## config.mk

```make
export PLATFORM = sky130hd
export DESIGN_NAME = life_flat
export DESIGN_NICKNAME = d
export VERILOG_FILES = /design/src/rtl/life_if.sv /design/src/rtl/life.sv /design/src/flat_wrapper.sv
export SDC_FILE = /design/constraint.sdc
export NUM_CORES = 1
export LEC_CHECK = 0
export ABC_AREA = 0
export CAP_MARGIN = 10
export CORE_ASPECT_RATIO = 1.75
export CORE_UTILIZATION = 50
export DETAILED_ROUTE_END_ITERATION = 7
export HOLD_SLACK_MARGIN = 0.15
export PLACE_DENSITY = 0.7
export SLEW_MARGIN = 15
export SYNTH_ARGS = -nofsm -noshare
export SYNTH_HDL_FRONTEND = slang
export SYNTH_SLANG_ARGS = --single-unit
export TNS_END_PERCENT = 5
```

## constraint.sdc

```tcl
create_clock -name clk -period 3.5 [get_ports clk]
set_input_delay 0.7 -clock clk [delete_from_list [all_inputs] [get_ports clk]]
set_output_delay 0.7 -clock clk [all_outputs]
set_load 0.005 [all_outputs]
```

## src/rtl/life_if.sv

```systemverilog
// Seed/generation bundle for the life engine: the seed pattern goes in, the current
// generation comes out. Indexing is [row][col] on both grids.
interface life_if #(
    parameter int ROWS = 10,
    parameter int COLS = 10
);
    logic [ROWS-1:0][COLS-1:0] init;
    logic [ROWS-1:0][COLS-1:0] nextstate;

    modport master (output init, input  nextstate);
    modport slave  (input  init, output nextstate);
endinterface

```

## src/rtl/life.sv

```systemverilog
// Conway's Game of Life on a ROWS x COLS register grid: one generation per clock edge.
// Define LIFE_TORUS_EN for a wrap-around (toroidal) boundary; the default treats off-grid cells as dead.
module life #(
    parameter int ROWS = 10,
    parameter int COLS = 10
) (
    input  logic  clk,
    input  logic  reset,
    life_if.slave ifc
);

    logic [ROWS-1:0][COLS-1:0] grid_q, grid_d;
    logic [ROWS-1:0][COLS-1:0] next_grid;
    logic                      loaded_q, loaded_d;

    // Each cell gets its own constant neighbour taps, so the wrap/clip choice
    // costs nothing at run time and no variable index is needed.
    for (genvar r = 0; r < ROWS; r++) begin : g_row
        for (genvar c = 0; c < COLS; c++) begin : g_col
            localparam int RU = (r == 0)        ? ROWS - 1 : r - 1;
            localparam int RD = (r == ROWS - 1) ? 0        : r + 1;
            localparam int CL = (c == 0)        ? COLS - 1 : c - 1;
            localparam int CR = (c == COLS - 1) ? 0        : c + 1;
`ifdef LIFE_TORUS_EN
            localparam logic HAS_U = 1'b1;
            localparam logic HAS_D = 1'b1;
            localparam logic HAS_L = 1'b1;
            localparam logic HAS_R = 1'b1;
`else
            localparam logic HAS_U = (r != 0);
            localparam logic HAS_D = (r != ROWS - 1);
            localparam logic HAS_L = (c != 0);
            localparam logic HAS_R = (c != COLS - 1);
`endif
            logic [7:0] nb;
            logic [3:0] n;

            assign nb = {grid_q[RU][CL] & HAS_U & HAS_L,
                         grid_q[RU][c]  & HAS_U,
                         grid_q[RU][CR] & HAS_U & HAS_R,
                         grid_q[r][CL]  & HAS_L,
                         grid_q[r][CR]  & HAS_R,
                         grid_q[RD][CL] & HAS_D & HAS_L,
                         grid_q[RD][c]  & HAS_D,
                         grid_q[RD][CR] & HAS_D & HAS_R};
            assign n  = 4'($countones(nb));

            // Born on exactly 3; survives on 2 or 3.
            assign next_grid[r][c] = (n == 4'd3) | (grid_q[r][c] & (n == 4'd2));
        end
    end

    always_comb begin
        // NOTE: defaults first so every path assigns every output -- no latch inferred.
        grid_d   = grid_q;
        loaded_d = loaded_q;
        if (!loaded_q) begin
            grid_d   = ifc.init;
            loaded_d = 1'b1;
        end else begin
            grid_d   = next_grid;
        end
    end

    // NOTE: non-blocking assignments so all cells update from the same old grid.
    always_ff @(posedge clk or negedge reset) begin
        if (!reset) begin
            grid_q   <= '0;
            loaded_q <= 1'b0;
        end else begin
            grid_q   <= grid_d;
            loaded_q <= loaded_d;
        end
    end

    assign ifc.nextstate = grid_q;

endmodule

```

## src/flat_wrapper.sv

```systemverilog
// flat-port wrapper written by rule: the top's interface ports become plain ports
module life_flat 
#(
    parameter int ROWS = 10,
    parameter int COLS = 10
)
  (clk, reset, ifc_init, ifc_nextstate);
  life_if #(.ROWS(ROWS), .COLS(COLS)) ifc_i ();
  input  logic clk;
  input  logic reset;
  input wire logic [$bits(ifc_i.init)-1:0] ifc_init;
  output wire logic [$bits(ifc_i.nextstate)-1:0] ifc_nextstate;
  assign ifc_i.init = ifc_init;
  assign ifc_nextstate = ifc_i.nextstate;
  life #(.ROWS(ROWS), .COLS(COLS)) u_core (.clk(clk), .reset(reset), .ifc(ifc_i));
endmodule
```

==> metrics.txt, run 1 <==
commonest non-fill, non-tap cell in the layout inv_1; Die W 143 um; # DRC 0; Period Utilization, post-route 0.957; vias in the first global route 14436; Max clock buf depth 2; Post-CTS Setup Repair Bufs 0; Seq/Total Area, Yosys 0.144; cts hold-fix bufs 0; Post-Route WL 42400 um; HPWL Detailed 36200 um; number of nets in the layout 2652; Slew Limit Fails 0; Non-Filler Instances 2355; Final Wtd Congestion 0.848; CTS root buf clkbuf_16; initial antenna violation count 0; FMAX 0.298 GHz; synthesized flop and latch total 101; # port buffers 201; commonest cells after routing, fill and taps aside inv_1, ha_1, fa_1; final hold vios 0; n_diodes 0; initial core utilization 0.508; Antenna Violating Nets Remaining 0; DR iter-0 viols 342; Core Box Area 0.0345 mm^2; post-route minimum period 3.35 ns; Placed Cells 2342; final setup violation count 0; I/O pins 202; routed length per instance 18.0 um; layout cells sized above 1 0.0253; Max Clock Skew 0.0148 ns; Avg Synthesized Cell Area 10.5 um^2; CTS sink cnt 101; Primary FF master, synth dfrtp_1; Overflow after GRT 0; Worst Hold Class in -> async; Required @ worst endpoint 3.80 ns; CP max FO 6; drt first pass iters 4; PostCTS Resize Cnt 0; startpoint class of the critical path register; die area 0.0358 mm^2; Via Count 12404; later-pin clock latency in the skew report 0.39 ns; DIE HEIGHT 250 um; fillers 2953; Inserted Clock Buffers 9; Ys Warns 0; Slew Limit Headroom 0.301; H-Tree Depth 3; fraction of registers with async set/reset 1.00; DR vias/cell 5.27; Syn Inst Count 1670; area added between synthesis and finish 17.3%; TritonCTS clock tree built; total track usage 0.261; RSZ-0062 raised after global routing false; post-synthesis net count 2429; Netlist cell types 37; # Max-Cap Violations 0; first-pass GRT wire length 71600 um; setup tns final 0 ns; largest net degree at the start of global routing 83; arrival time at the worst endpoint 3.65 ns; Setup CP Type reg -> reg; critical path endpoint category register; netlist area before placement 0.0175 mm^2; Post-synth EDFFs 0; status completed; site row count 90; clock slew at reported path FFs 0.07 ns; worst-margin pin slew 1.05 ns
-- worst paths after layout --
path | startpoint | to | slack, ns | cells past startpoint
worst max-delay path | u_core.ifc.nextstate[63]$_DFF_PN0_ | u_core.ifc.nextstate[53]$_DFF_PN0_ | 0.15 | 9
worst min register to register | u_core.ifc.nextstate[0]$_DFF_PN0_ | u_core.ifc.nextstate[0]$_DFF_PN0_ | 0.66 | 2
min in group clk | u_core.ifc.nextstate[0]$_DFF_PN0_ | u_core.ifc.nextstate[0]$_DFF_PN0_ | 0.66 | 2
max in group asynchronous | reset | u_core.ifc.nextstate[20]$_DFF_PN0_ | 2.30 | 2
worst max register to register | u_core.ifc.nextstate[63]$_DFF_PN0_ | u_core.ifc.nextstate[53]$_DFF_PN0_ | 0.15 | 9
worst min-delay path | reset | u_core.ifc.nextstate[88]$_DFF_PN0_ | 0.32 | 1
-- flip-flops by register name, summed over array words and instances (netlist names) --
name                  count
u_core.loaded_q           1
u_core.ifc.nextstate    100
-- metrics by stage --
stage / utilization / hold WS, ns / instance area (um^2) / worst slack, ns
CTS: 0.596 / 0.341 / 20500 / 0.130
finish: 0.596 / 0.321 / 20500 / 0.149
detailed placement: 0.588 / 0.636 / 20200 / 0.153
global route: 0.596 / 0.356 / 20500 / 0.0503
floorplan: - / 0.404 / 17500 / 0.390
global placement: 0.588 / 0.621 / 20200 / 0.270
-- critical path, cell delays in order, from the launching register on --
cell       delay [ns]
dfrtp_1          0.47
ha_1             0.32
fa_1             0.55
inv_1            0.05
fa_1             0.54
inv_1            0.05
ha_1             0.20
fa_1             0.43
or4b_1           0.49
o2bb2ai_1        0.17
-- final cells by class --
type / instances / area, um^2 / area share
clock inverter: 2 / 35.0 / 0.00171
timing repair buffer: 233 / 2270 / 0.111
inverter: 517 / 1940 / 0.0946
sequential: 101 / 2530 / 0.123
multi-input combinational: 1031 / 12900 / 0.629
tap: 460 / 576 / 0.0280
clock buffer: 11 / 253 / 0.0123
-- cells in the mapped netlist (all sizes together) (2+ instances only) --
| master | number | share of area |
|---|---|---|
| a211oi | 8 | 0.0034 |
| a21oi | 24 | 0.0069 |
| a31oi | 2 | 0.00071 |
| a32o | 9 | 0.0051 |
| and2 | 10 | 0.0036 |
| buf | 14 | 0.0049 |
| clkbuf | 7 | 0.0015 |
| dfrtp | 101 | 0.14 |
| fa | 298 | 0.34 |
| ha | 359 | 0.26 |
| inv | 517 | 0.11 |
| mux2i | 7 | 0.0040 |
| nand2 | 15 | 0.0032 |
| nand2b | 18 | 0.0064 |
| nand3 | 15 | 0.0043 |
| nor2 | 80 | 0.017 |
| nor2b | 9 | 0.0032 |
| o2111ai | 25 | 0.013 |
| o211ai | 10 | 0.0043 |
| o21ai | 26 | 0.0074 |
| o2bb2ai | 53 | 0.027 |
| o32ai | 5 | 0.0025 |
| o41ai | 5 | 0.0025 |
| or4 | 8 | 0.0034 |
| or4b | 25 | 0.014 |
| xor2 | 12 | 0.0060 |
-- routing by layer --
layer	track usage	wire length, um	vias up
met3	0.0366	1350	102
met4	0.133	2140	0
met1	0.278	15400	6274
li1	-	-	5774
met5	0	0	-
met2	0.488	23500	254
-- cell families after synthesis --
logic type | synth area share
flops | 0.144
buf+inv | 0.117
simple gates | 0.0559
mux | 0.00400
fa+ha+maj | 0.597
compound gates | 0.0748
other cells | 0.000214
xor+xnor | 0.00600
Power of run 1 is not shown: default switching activity piles up to over one toggle a cycle in this logic, so the estimate is an artifact.
==> run 2: changes to the inputs <==
PLACE_DENSITY = 0.79   (was 0.7)
==> run 2 against run 1 <==
  * Count of clock-buffer cells in the layout rose by 2
  * Critical path depth did not move
  * Sequential share of layout area barely moved
  * Global-route usage fell by 0.83 points
  * Via count barely moved
  * Register-to-register slack improved by 0.02 ns
  * Setup slack improved by 0.024 ns
  * Critical endpoint is now u_core.ifc.nextstate[62]$_DFF_PN0_
==> metrics.txt, run 2 (same netlist as run 1, synthesis figures left out) <==
status completed; Final Wtd Congestion 0.831; DR iter-0 viols 406; initial core utilization 0.508; TritonCTS clock tree built; # Max-Cap Violations 0; vias in the first global route 14552; Worst Hold Class in -> async; # DRC 0; Required @ worst endpoint 3.80 ns; Core Box Area 0.0345 mm^2; Slew Limit Headroom 0.298; first-pass GRT wire length 69400 um; final setup violation count 0; Max clock buf depth 2; site row count 90; total track usage 0.253; Reg2Reg Depth 9; layout cells sized above 1 0.0227; DIE HEIGHT 250 um; Antenna Violating Nets Remaining 0; worst-margin pin slew 1.05 ns; Inserted Clock Buffers 9; clock slew at reported path FFs 0.08 ns; Overflow after GRT 0; CP startpoint u_core.ifc.nextstate[72]$_DFF_PN0_; FF-to-FF End u_core.ifc.nextstate[62]$_DFF_PN0_; Setup CP Type reg -> reg; Max Clock Skew 0.00551 ns; RSZ-0062 raised after global routing false; critical path endpoint category register; largest net degree at the start of global routing 83; number of flip-flops under the largest register name 100; arrival time at the worst endpoint 3.63 ns; CP max FO 6; initial antenna violation count 1; H-Tree Depth 3; startpoint class of the critical path register; cts hold-fix bufs 0; number of nets in the layout 2648; Period Utilization, post-route 0.950; Post-Route WL 41600 um; final worst slack 0.173 ns; Die W 143 um; setup tns final 0 ns; CTS root buf clkbuf_16; I/O pins 202; area added between synthesis and finish 17.0%; Post-CTS Setup Repair Bufs 0; die area 0.0358 mm^2; R2R Setup Slk 0.17 ns; commonest non-fill, non-tap cell in the layout inv_1; FMAX 0.301 GHz; post-route minimum period 3.33 ns; CTS sink cnt 101; final hold vios 0; # port buffers 201; Placement Setup Slack 0.205 ns; PostCTS Resize Cnt 0; HPWL Detailed 35500 um; Slew Limit Fails 0; drt first pass iters 5; Reg-to-Reg Start u_core.ifc.nextstate[72]$_DFF_PN0_; commonest cells after routing, fill and taps aside inv_1, ha_1, fa_1; Via Count 12410; DR vias/cell 5.27; later-pin clock latency in the skew report 0.39 ns; routed length per instance 17.7 um
## run 2: worst max-delay path by stage
stage          slack (ns)                                  to
6_report             0.17  u_core.ifc.nextstate[62]$_DFF_PN0_
4_1_cts              0.18  u_core.ifc.nextstate[23]$_DFF_PN0_
3_5_place_dp         0.20  u_core.ifc.nextstate[62]$_DFF_PN0_
3_3_place_gp         0.29  u_core.ifc.nextstate[23]$_DFF_PN0_
5_1_grt             0.005  u_core.ifc.nextstate[62]$_DFF_PN0_
2_1_floorplan        0.39  u_core.ifc.nextstate[57]$_DFF_PN0_
## run 2: final cells by class
cell class	instances	area [um^2]
fill	2868	14000
clock inverter	2	10.0
sequential	101	2530
multi-input combinational	1031	12900
antenna	1	2.50
clock buffer	13	250
tap	460	576
inverter	517	1940
timing repair buffer	229	2240
## run 2: metrics by stage
step | util | instance area, um^2 | hold slack [ns] | std cells
6_report | 0.594 | 20500 | 0.423 | 2354
5_1_grt | 0.594 | 20500 | 0.470 | 2354
4_1_cts | 0.594 | 20500 | 0.434 | 2353
3_5_place_dp | 0.587 | 20200 | 0.637 | 2338
3_3_place_gp | 0.587 | 20200 | 0.632 | 2338
2_1_floorplan | - | 17500 | 0.404 | 1670
## run 2: per-layer routing
metal | track usage | up-vias | part of all wire
li1 | - | 5751 | -
met1 | 0.275 | 6271 | 0.37
met2 | 0.460 | 277 | 0.54
met3 | 0.0317 | 111 | 0.035
met4 | 0.147 | 0 | 0.053
met5 | 0 | - | 0
## run 2: critical path: stages (launching register included)
cell and delay, ns:
dfrtp_1 0.47, ha_1 0.30, fa_1 0.54, inv_1 0.05
fa_1 0.53, inv_1 0.04, ha_1 0.20, fa_1 0.43
or4b_1 0.49, o2bb2ai_1 0.18
Power of run 2 is left out for the same reason.
